--- src/rtl/cam_match_resolver_pkg.sv ---
// Shared types and sizing helpers for the CAM match resolver and the CAM array top.
package cam_match_resolver_pkg;

  localparam int unsigned CAM_DEPTH_DEFAULT = 8;

  typedef enum logic {
    ST_IDLE = 1'b0,
    ST_EMIT = 1'b1
  } state_t;

  // Address width that never collapses to zero bits.
  function automatic int unsigned clog2_min1(input int unsigned n);
    int unsigned w;
    w = $clog2(n);
    return (w == 0) ? 1 : w;
  endfunction

endpackage

--- src/rtl/cam_match_resolver_prio_enc.sv ---
// Combinational lowest-set-bit encoder over a row_match vector.
module cam_match_resolver_prio_enc
  import cam_match_resolver_pkg::*;
#(
  parameter int unsigned CAM_DEPTH = CAM_DEPTH_DEFAULT,
  parameter int unsigned ADDR_W    = clog2_min1(CAM_DEPTH)
) (
  input  logic [CAM_DEPTH-1:0] vec,
  output logic [ADDR_W-1:0]    idx,
  output logic                 any,
  output logic [CAM_DEPTH-1:0] onehot_mask,
  output logic                 single
);

  // Scan high to low so the lowest set bit is written last and wins.
  always_comb begin
    idx = '0;
    for (int i = int'(CAM_DEPTH) - 1; i >= 0; i--) begin
      if (vec[i]) idx = ADDR_W'(i);
    end
  end

  assign any         = |vec;
  assign onehot_mask = vec & (~vec + CAM_DEPTH'(1));
  assign single      = any & ~(|(vec & (vec - CAM_DEPTH'(1))));

endmodule

--- src/rtl/cam_match_resolver.sv ---
// Resolves a CAM search's row_match vector into a lowest-first stream of row addresses.
module cam_match_resolver
  import cam_match_resolver_pkg::*;
#(
  parameter int unsigned CAM_DEPTH = CAM_DEPTH_DEFAULT,
  parameter int unsigned ADDR_W    = clog2_min1(CAM_DEPTH),
  parameter int unsigned CNT_W     = clog2_min1(CAM_DEPTH + 1)
) (
  input  logic                 clk,
  input  logic                 rst,
  input  logic                 in_valid,
  output logic                 in_ready,
  input  logic [CAM_DEPTH-1:0] row_match_vec,
  input  logic                 mode_all,
  output logic                 out_valid,
  input  logic                 out_ready,
  output logic [ADDR_W-1:0]    out_addr,
  output logic                 out_hit,
  output logic                 out_last,
  output logic [CNT_W-1:0]     match_count
);

  function automatic logic [CNT_W-1:0] popcount(input logic [CAM_DEPTH-1:0] v);
    logic [CNT_W-1:0] cnt;
    cnt = '0;
    for (int i = 0; i < int'(CAM_DEPTH); i++) begin
      cnt = cnt + CNT_W'(v[i]);
    end
    return cnt;
  endfunction

  state_t               state, state_nxt;
  logic [CAM_DEPTH-1:0] pend, pend_nxt;
  logic [CAM_DEPTH-1:0] cur_mask, cur_mask_nxt;
  logic                 mode, mode_nxt;
  logic [CNT_W-1:0]     count_nxt;
  logic                 out_valid_nxt, in_ready_nxt;
  logic [ADDR_W-1:0]    out_addr_nxt;
  logic                 out_hit_nxt, out_last_nxt;

  logic [ADDR_W-1:0]    enc_idx;
  logic                 enc_any, enc_single;
  logic [CAM_DEPTH-1:0] enc_mask;

  // The encoder looks at next-cycle pending bits so every out_* field is registered.
  cam_match_resolver_prio_enc #(
    .CAM_DEPTH (CAM_DEPTH),
    .ADDR_W    (ADDR_W)
  ) u_prio_enc (
    .vec         (pend_nxt),
    .idx         (enc_idx),
    .any         (enc_any),
    .onehot_mask (enc_mask),
    .single      (enc_single)
  );

  always_ff @(posedge clk) begin
    if (rst) begin
      state       <= ST_IDLE;
      pend        <= '0;
      cur_mask    <= '0;
      mode        <= 1'b0;
      match_count <= '0;
      out_valid   <= 1'b0;
      in_ready    <= 1'b1;
      out_addr    <= '0;
      out_hit     <= 1'b0;
      out_last    <= 1'b0;
    end else begin
      state       <= state_nxt;
      pend        <= pend_nxt;
      cur_mask    <= cur_mask_nxt;
      mode        <= mode_nxt;
      match_count <= count_nxt;
      out_valid   <= out_valid_nxt;
      in_ready    <= in_ready_nxt;
      out_addr    <= out_addr_nxt;
      out_hit     <= out_hit_nxt;
      out_last    <= out_last_nxt;
    end
  end

  // Next state: capture in IDLE, retire one beat per accepted handshake in EMIT.
  always_comb begin
    state_nxt = state;
    pend_nxt  = pend;
    mode_nxt  = mode;
    count_nxt = match_count;
    unique case (state)
      ST_IDLE: begin
        if (in_valid) begin
          pend_nxt  = row_match_vec;
          mode_nxt  = mode_all;
          count_nxt = popcount(row_match_vec);
          state_nxt = ST_EMIT;
        end
      end
      ST_EMIT: begin
        if (out_ready) begin
          if (out_last) begin
            pend_nxt  = '0;
            state_nxt = ST_IDLE;
          end else begin
            pend_nxt = pend & ~cur_mask;
          end
        end
      end
      default: state_nxt = ST_IDLE;
    endcase
  end

  // Beat fields for the cycle after this edge; zeroed whenever no beat will be presented.
  always_comb begin
    out_valid_nxt = 1'b0;
    in_ready_nxt  = 1'b1;
    out_addr_nxt  = '0;
    out_hit_nxt   = 1'b0;
    out_last_nxt  = 1'b0;
    cur_mask_nxt  = '0;
    if (state_nxt == ST_EMIT) begin
      out_valid_nxt = 1'b1;
      in_ready_nxt  = 1'b0;
      out_addr_nxt  = enc_idx;
      out_hit_nxt   = enc_any;
      out_last_nxt  = ~enc_any | ~mode_nxt | enc_single;
      cur_mask_nxt  = enc_mask;
    end
  end

endmodule
--- config.mk ---
export PLATFORM = sky130hd
export DESIGN_NAME = cam_match_resolver
export DESIGN_NICKNAME = d
export VERILOG_FILES = /design/src/rtl/cam_match_resolver_pkg.sv /design/src/rtl/cam_match_resolver_prio_enc.sv /design/src/rtl/cam_match_resolver.sv
export SDC_FILE = /design/constraint.sdc
export NUM_CORES = 1
export LEC_CHECK = 0
export ABC_AREA = 1
export BUFFER_PORTS_ARGS = -buffer_cell sky130_fd_sc_hd__buf_2
export CORE_MARGIN = 8
export CORE_UTILIZATION = 60
export CTS_CLUSTER_DIAMETER = 30
export DETAILED_ROUTE_END_ITERATION = 7
export PLACE_DENSITY = 0.9
export SETUP_SLACK_MARGIN = 0.5
export SLEW_MARGIN = 10
export SYNTH_ARGS = -nofsm -noshare
export SYNTH_HDL_FRONTEND = slang
export SYNTH_SLANG_ARGS = --single-unit
--- constraint.sdc ---
create_clock -name clk -period 5.5 [get_ports clk]
set_input_delay 0.55 -clock clk [delete_from_list [all_inputs] [get_ports clk]]
set_output_delay 0.55 -clock clk [all_outputs]
set_load 0.05 [all_outputs]
==> reports/metrics.cfg, run 1 <==
[logic_synthesis]
yosys.area.top_type=dfxtp_1
synth_commonest_cells=37 x nand2_1, 32 x inv_1, 28 x dfxtp_1
yosys-top-cells-area=dfxtp_1 37%, nand2_1 9.1%, inv_1 7.8%
synth_top_cell_area_share_pct=36.60
synthCells=202
synth-seq-cells=28
async_flop_share_pct=0
ys_warn_count=0
synthesis.nets=222
synth_ff_type=dfxtp_1
seq_area_frac_synth_pct=36.60
yosysMostFrequentCell=nand2_1
synth_edf_count=0
netlist_area_um2=1531
avgSynthCellArea_um2=7.582
ys_types=29

[drt]
drc=0
wl_per_cell_um=11.54
vias=1229
initialDrtViolationCount=68
ant_nets=0
dr.pass1.iters=4
routed_wl_um=2953
viasPerCell=4.801

[timing]
period_share_pct=51.07
worstMarginPinSlew_ns=0.3751
fmax_ghz=0.3560
fin_crit_ns=2.809
finClkSkew_ns=0.004812
rsz0062_at_grt=no
finalMaxSlewViolations=0
fin_hold_ws_ns=0.4921
finalHoldViolations=0
tns_ns=0
setup_viol=0
setup_ws_ns=2.691
relSlewSlack_pct=74.94

[global_route]
gr-total-overflow=0
grt_pass1_wl_um=5237
grtUsageTotal_pct=14.87
grt_antenna_before_repair=0
first_global_vias=1190
grt_max_degree=17

[critical_path]
cp.arrival_ns=3.09
cpMostUsedCell=fa_1
critPathKind=in -> reg
max_stage_delay_ns=0.53
cp_cell_sequence=buf_2 -> fa_1 -> inv_1 -> fa_1 -> fa_1 -> inv_1 -> ha_1 -> inv_1 -> fa_1 -> xor2_1 -> a21oi_1
worstPathMaxFanout=2
crit_slowest_cell=fa_1
worstPathRequired_ns=5.78
end_kind=flip-flop
critPathLaunchType=primary input

[clock_network]
cts_tree=yes
cts_resized=0
cts_hold_buf=0
cts.reportedPaths.clkPinSlew_ns=0.15
cts_root_buf=clkbuf_4
cts.sink_count=28
insertion_delay_ns=0.33
numCtsBuffers=3
post_cts_buffers=0
cts.path.max_buffers=2
h-tree-depth=1

[cells_and_area]
nFillCells=206
seq_area_um2=560.5
nNetsFinal=247
multi_input_area_um2=777.0
antenna_cells=0
drive_above_1_share_pct=31.42
syn2layout_area_growth_pct=10.87
final_area_um2=1698

[run]
cap_violations=0

[place]
postPlaceCellArea_um2=1662
gp_congestion=0.8215
io_buffers=23
hpwl_um=2322
dp_slack_ns=2.345

[power]
p_int_uw=306.3
pwr-share-seq_pct=46.4
clockPowerShare_pct=21.1
ir_drop_uv=231.8
p_switching_uw=173.9
p_comb_share_pct=32.5
power_leakage_uw=0.0008516
powerDensity_nw_per_um2=282.8
p_sw_share_pct=36.21

[run_status]
status=completed

[die]
coreArea_um2=2455
start_util_pct=62.39
dieArea_um2=4425
die_height_um=66.52
io_pins=24
row_count=18
die_x_um=66.52

[worst_hold_path]
hold_class=in -> reg

## worst paths after layout
path,from,to,slack [ns],cells past startpoint
worst max-delay path,row_match_vec[0],match_count[2]$_SDFFE_PP0P_,2.69,11
worst min-delay path,mode_all,mode$_SDFF_PP0_,0.49,3
worst max register to register,out_valid$_SDFF_PP0_,out_last$_SDFF_PP0_,3.83,10
worst min register to register,match_count[0]$_SDFFE_PP0P_,match_count[0]$_SDFFE_PP0P_,0.50,2
## power by group through the flow
| stage | Sequential, uW | Combinational (uW) | Clock [uW] |
|---|---|---|---|
| after floorplan | 255 | 96.3 | 0 |
| after global placement | 227 | 151 | 0 |
| after detailed placement | 227 | 156 | 0 |
| after CTS | 223 | 157 | 102 |
| after global routing | 225 | 173 | 109 |
| final | 223 | 156 | 101 |
## critical path: cells and delay by family
kind | cells | cell delay, ns
AOI/OAI and AO/OA | 1 | 0.13
xor gates and xnor gates | 1 | 0.15
adders and majority gates | 5 | 1.98
buffers and inverters | 4 | 0.29
## sequential cells by signal, summed over array words and instances (netlist names)
register     count
out_valid        1
mode             1
out_last         1
out_hit          1
pend             8
match_count      4
cur_mask         8
in_ready         1
out_addr         3
## layout make-up
class                   instances  area share [%]
multi-input cells             128           45.76
flip-flops and latches         28           33.01
inverters                      43           10.10
repair buffers                 23           6.780
well taps                      30           2.211
clock buffers                   4           2.137
## kinds of logic after synthesis
logic type | count (synthesis) | share of synthesized area (%)
AND/OR/NAND/NOR | 101 | 35.21
buffers and inverters | 46 | 12.66
flip-flops | 28 | 36.60
AO/OA/AOI/OAI | 18 | 6.617
adder cells (fa/ha/maj) | 7 | 7.680
XOR/XNOR | 1 | 0.5720
multiplexers | 1 | 0.6536
## cells in the final DEF (no fill, tap or decap), types with 4 or more instances in the layout
master / Yosys / layout
inv_1: 32 / 32
nor2_2: 4 / 4
fa_1: 4 / 4
nand2_2: 14 / 14
a21oi_1: 7 / 7
inv_2: 6 / 6
buf_2: 0 / 23
o21ai_0: 6 / 6
nand2_4: 6 / 6
nor2_1: 27 / 27
clkinv_2: 4 / 4
dfxtp_1: 28 / 28
nand2_1: 37 / 37
## per-layer routing
layer  part of all wire, %  wire length, um  track usage [%]  vias up
met5                     0                0                0        -
met2                    45             1330            24.37       28
met1                    48             1405            18.77      548
met3                   5.8              171            2.852        5
li1                      -                -                -      648
met4                   1.5               45            5.600        0
## through the flow
| stage | utilization, % | total power (uW) | instances |
|---|---|---|---|
| detailed placement | 67.69 | 383.1 | 252 |
| finish | 69.16 | 480.2 | 256 |
| CTS | 69.16 | 481.6 | 256 |
| global route | 69.16 | 506.7 | 256 |
| floorplan | - | 351.2 | 202 |
| global placement | 67.69 | 378.2 | 252 |
Power figures use the tool's default switching activity.
==> inputs of run 2 (changes only) <==
--- a/config.mk
+++ b/config.mk
@@ -8,10 +8,10 @@
 export ABC_AREA = 1
 export BUFFER_PORTS_ARGS = -buffer_cell sky130_fd_sc_hd__buf_2
 export CORE_MARGIN = 8
-export CORE_UTILIZATION = 60
+export CORE_UTILIZATION = 55
 export CTS_CLUSTER_DIAMETER = 30
 export DETAILED_ROUTE_END_ITERATION = 7
-export PLACE_DENSITY = 0.9
+export PLACE_DENSITY = 0.84
 export SETUP_SLACK_MARGIN = 0.5
 export SLEW_MARGIN = 10
 export SYNTH_ARGS = -nofsm -noshare
==> constraint.sdc (replaced) <==
create_clock -name clk -period 2.8 [get_ports clk]
set_input_delay 0.28 -clock clk [delete_from_list [all_inputs] [get_ports clk]]
set_output_delay 0.28 -clock clk [all_outputs]
set_load 0.05 [all_outputs]
==> run 2 against run 1 <==
Cell area grew 3.0%; hold slack lost 0.29 ns; clock skew decreased by 0.0021 ns; routed wire length shrank 0.54%; clock power increased to 2.6 times the previous value; critical path type unchanged.
==> reports/metrics.cfg, run 2 (synthesized netlist as in run 1, its figures left out) <==
[power]
p_int_uw=677.3
clockPowerShare_pct=26.0
powerDensity_nw_per_um2=585.8
pwr-share-seq_pct=42.7
ir_drop_uv=407.1
p_comb_share_pct=31.3
power_leakage_uw=0.0008732
p_switching_uw=347.3
p_sw_share_pct=33.90

[cells_and_area]
nFillCells=250
syn2layout_area_growth_pct=14.22
layout_commonest_cell=nand2_1
biggestRegsByFlops=cur_mask x8, pend x8, match_count x4
utilization_pct=64.54
final_area_um2=1749
multi_input_area_um2=782.0
drive_above_1_share_pct=33.62
layout.cells.non_filler=260
antenna_cells=0
seq_area_um2=560.5
layout_common_cells=37 x nand2_1, 31 x inv_1, 28 x dfxtp_1, 27 x nor2_1, 22 x buf_2
nNetsFinal=250

[run_status]
status=completed

[clock_network]
cts_hold_buf=0
cts.sink_count=28
cts.path.max_buffers=2
numCtsBuffers=3
insertion_delay_ns=0.33
cts_root_buf=clkbuf_4
h-tree-depth=1
cts_tree=yes
cts.reportedPaths.clkPinSlew_ns=0.15

[critical_path]
critPathKind=in -> reg
cp.arrival_ns=2.72
crit_slowest_cell=fa_1
cp_cell_sequence=buf_6 -> fa_1 -> inv_1 -> fa_1 -> fa_1 -> inv_1 -> ha_2 -> inv_2 -> fa_2 -> a21oi_1
max_stage_delay_ns=0.53
worstPathRequired_ns=3.03
worstPathMaxFanout=2
cpLargestDelayFamily=adder cells
rrSetupSlack_ns=1.14
worst-path-buf-inv=4
cpMostUsedCell=fa_1
critPathLaunchType=primary input
end_kind=flip-flop

[drt]
routed_wl_um=2937
vias=1181
viasPerCell=4.542
drc=0
initialDrtViolationCount=81
ant_nets=0
wl_per_cell_um=11.30
dr.pass1.iters=4

[place]
gp_congestion=0.8078
io_buffers=23
postPlaceCellArea_um2=1673
hpwl_um=2363
dp.cells=254

[die]
dieArea_um2=4729
io_pins=24
die_x_um=68.77
row_count=19
die_height_um=68.77
start_util_pct=56.51
coreArea_um2=2710

[timing]
tns_ns=0
finalHoldViolations=0
rsz0062_at_grt=yes
setup_viol=0
fmax_ghz=0.4020
period_share_pct=88.84
worstMarginPinSlew_ns=0.3588
relSlewSlack_pct=76.03
fin_crit_ns=2.488
fin_hold_ws_ns=0.2039
finClkSkew_ns=0.002664
finalMaxSlewViolations=0

[global_route]
grt_antenna_before_repair=0
grt_max_degree=17
gr-total-overflow=0
grt_pass1_wl_um=4905
first_global_vias=1094
grtUsageTotal_pct=13.43

[run]
cap_violations=0

[worst_hold_path]
hold_class=in -> reg

## run 2: metal layers
layer	wire length, um	track usage, %	up-vias	share of wire [%]
li1	-	-	650	-
met1	1468	17.73	505	50
met2	1273	21.37	24	43
met3	175	3.716	2	6.0
met4	19	3.008	0	0.65
met5	0	0	-	0
## run 2: layout make-up
type,instances,area share [%]
multi-input combinational,128,44.71
sequential,28,32.05
inverter,43,9.800
timing repair buffer,26,8.226
tap,31,2.217
clock inverter,1,1.717
clock buffer,3,1.288
## run 2: path summary, 6_finish.rpt
| path | from | to | cells past startpoint |
|---|---|---|---|
| setup / recovery | row_match_vec[0] | match_count[1]$_SDFFE_PP0P_ | 10 |
| hold / removal | mode_all | mode$_SDFF_PP0_ | 3 |
| setup reg to reg | out_valid$_SDFF_PP0_ | out_addr[0]$_SDFF_PP0_ | 8 |
| hold reg to reg | match_count[0]$_SDFFE_PP0P_ | match_count[0]$_SDFFE_PP0P_ | 2 |
## run 2: through the flow
step	worst slack (ns)	power, uW
4_1_cts	0.3392	1028
3_5_place_dp	-0.06787	755.8
2_1_floorplan	0.1561	692.0
6_report	0.3125	1025
3_3_place_gp	-0.01246	748.6
5_1_grt	0.2428	1087
## run 2: tightest hold or removal path, cell delays in order
cell	delay [ns]
buf_2	0.07
mux2i_1	0.07
nor2_1	0.09
## run 2: power by group through the flow
stage,sequential [uW],combinational (uW),clock [uW]
after floorplan,501,191,0
after global placement,447,302,0
after detailed placement,447,309,0
after CTS,439,317,272
after global routing,441,357,289
final,438,320,266
## run 2: what timing repair did
action	CTS	global route
endpoints found under the hold margin	0	0
resized for setup	4	0
cloned	0	0
pin swaps	1	0
setup buffers	1	1
setup endpoints to repair	2	2
==> inputs of run 3 (changes only) <==
--- a/config.mk
+++ b/config.mk
@@ -6,11 +6,12 @@
 export NUM_CORES = 1
 export LEC_CHECK = 0
 export ABC_AREA = 1
-export BUFFER_PORTS_ARGS = -buffer_cell sky130_fd_sc_hd__buf_2
+export CORE_ASPECT_RATIO = 1.2
 export CORE_MARGIN = 8
-export CORE_UTILIZATION = 55
+export CORE_UTILIZATION = 62
 export CTS_CLUSTER_DIAMETER = 30
 export DETAILED_ROUTE_END_ITERATION = 7
+export DONT_BUFFER_PORTS = 1
 export PLACE_DENSITY = 0.84
 export SETUP_SLACK_MARGIN = 0.5
 export SLEW_MARGIN = 10
==> run 3 against run 2 <==
Total power down 9.8%; via count up 2.5%; sequential power up 12%; core utilization up 4.8 points; final cell count down 8.8%; critical path depth down 1; worst setup slack better by 0.067 ns; first-iteration DRC count down 51%; die area down 8.6%; critical endpoint unchanged.
==> reports/metrics.cfg, run 3 (synthesized netlist as in run 1, its figures left out) <==
[critical_path]
critPathKind=in -> reg
max_stage_delay_ns=0.54
critPathLaunchType=primary input
worstPathMaxFanout=2
cp-startpoint=row_match_vec[0]
cp.arrival_ns=2.64
reg2reg_to=out_last$_SDFF_PP0_
cp_num_cells=9
cpLargestDelayFamily=adder cells
crit_slowest_cell=fa_1
r2r_start=out_last$_SDFF_PP0_
end_kind=flip-flop
rrSetupSlack_ns=0.79
setup.worst_path.end=match_count[1]$_SDFFE_PP0P_
ff2ff_path_depth=12
cp_cell_sequence=fa_1 -> inv_2 -> fa_1 -> fa_1 -> inv_1 -> ha_2 -> inv_2 -> fa_2 -> a21oi_1
cpMostUsedCell=fa_1
worstPathRequired_ns=3.02
worst-path-buf-inv=3

[drt]
wl_per_cell_um=12.95
initialDrtViolationCount=40
drc=0
ant_nets=0
vias=1210
viasPerCell=5.105
routed_wl_um=3069
dr.pass1.iters=4

[cells_and_area]
syn2layout_area_growth_pct=5.556
layout_common_cells=37 x nand2_1, 30 x inv_1, 28 x dfxtp_1, 27 x nor2_1, 14 x nand2_2
drive_above_1_share_pct=25.73
antenna_cells=0
utilization_pct=69.39
layout_commonest_cell=nand2_1
nNetsFinal=227
biggestRegsByFlops=cur_mask x8, pend x8, match_count x4

[die]
die_x_um=61.37
io_pins=24
dieArea_um2=4323
die_height_um=70.45
start_util_pct=65.74
row_count=19
coreArea_um2=2330

[power]
p_comb_share_pct=26.0
p_switching_uw=331.2
pwr-share-seq_pct=53.1
clockPowerShare_pct=20.9
p_int_uw=592.8
powerDensity_nw_per_um2=571.6
p_sw_share_pct=35.84
power_leakage_uw=0.0007611
ir_drop_uv=449.8

[clock_network]
cts_tree=yes
cts.path.max_buffers=2
h-tree-depth=1
cts_root_buf=clkbuf_4
insertion_delay_ns=0.33
post_cts_buffers=0
numCtsBuffers=3
cts.sink_count=28
cts.reportedPaths.clkPinSlew_ns=0.14

[timing]
rsz0062_at_grt=yes
finalMaxSlewViolations=0
finClkSkew_ns=0.006036
worstMarginPinSlew_ns=0.6392
period_share_pct=86.45
relSlewSlack_pct=57.33
tns_ns=0
finalHoldViolations=0
setup_viol=0
fmax_ghz=0.4131
fin_crit_ns=2.421

[run]
cap_violations=0

[run_status]
status=completed

[global_route]
gr-total-overflow=0
grt_pass1_wl_um=4968
first_global_vias=1210
grtUsageTotal_pct=14.80
grt_max_degree=17
grt_antenna_before_repair=0

[place]
hpwl_um=2438
io_buffers=0
gp_congestion=0.8434

[worst_hold_path]
min_delay_path_depth=3
hold_class=in -> reg

-- run 3: changes by cell type in the layout (fill, tap and decap cells not counted), sizes merged --
cell	change
buf	-25
clkbuf	+1
dlygate4sd3	+2
bufinv	-1
-- run 3: power by group through the flow --
stage          sequential (uW)  clock [uW]  combinational [uW]
6_report                   491         193                 240
5_1_grt                    495         211                 270
4_1_cts                    492         198                 242
3_5_place_dp               501           0                 235
3_3_place_gp               500           0                 221
2_1_floorplan              501           0                 191
-- run 3: worst min-delay path by stage --
stage | startpoint | endpoint | slack, ns
floorplan | mode_all | mode$_SDFF_PP0_ | 0.44
global placement | rst | pend[0]$_SDFF_PP0_ | 0.36
detailed placement | rst | pend[3]$_SDFF_PP0_ | 0.36
CTS | rst | pend[4]$_SDFF_PP0_ | 0.002
global route | rst | match_count[0]$_SDFFE_PP0P_ | 0.15
finish | rst | match_count[0]$_SDFFE_PP0P_ | 0.16
-- run 3: per-stage QoR --
step / total power (uW) / std cells / hold slack, ns / area (um^2) / worst slack (ns)
after floorplan: 692.0 / 202 / 0.4351 / 1534 / 0.1561
after global placement: 720.9 / 231 / 0.3558 / 1558 / 0.09721
after detailed placement: 736.1 / 231 / 0.3563 / 1558 / 0.001993
after CTS: 931.6 / 236 / 0.002469 / 1607 / 0.3696
after global routing: 976.3 / 237 / 0.1490 / 1617 / 0.3348
final: 924.0 / 237 / 0.1578 / 1617 / 0.3794
-- run 3: routing by layer --
metal | routed length [um] | vias to the layer above | track usage, %
li1 | - | 613 | -
met4 | 70 | 0 | 7.614
met1 | 1228 | 562 | 15.18
met3 | 215 | 8 | 4.762
met2 | 1554 | 27 | 25.29
met5 | 0 | - | 0
-- run 3: final cells by class --
type | count | area, um^2
fill | 216 | 713.2
sequential | 28 | 560.5
tap | 31 | 38.79
clock buffer | 4 | 36.28
timing repair buffer | 3 | 27.53
multi-input combinational | 128 | 782.0
inverter | 43 | 171.4
-- run 3: repair_timing --
item	4_1_cts	5_1_grt
hold buffers	1	1
pin swaps	1	1
endpoints found under the hold margin	6	3
gates resized for setup	3	0
setup endpoints to repair	2	2
-- run 3: worst register-to-register path, stage by stage, from the launching register on --
cell	delay, ns
dfxtp_1	0.76
inv_1	0.26
nand2_1	0.14
nand2_1	0.06
nand2_2	0.08
nand2_4	0.08
nor2_4	0.14
nand2_2	0.09
nand2_1	0.07
nand3_1	0.08
nor2_1	0.09
nor2_1	0.05
nor2_1	0.08
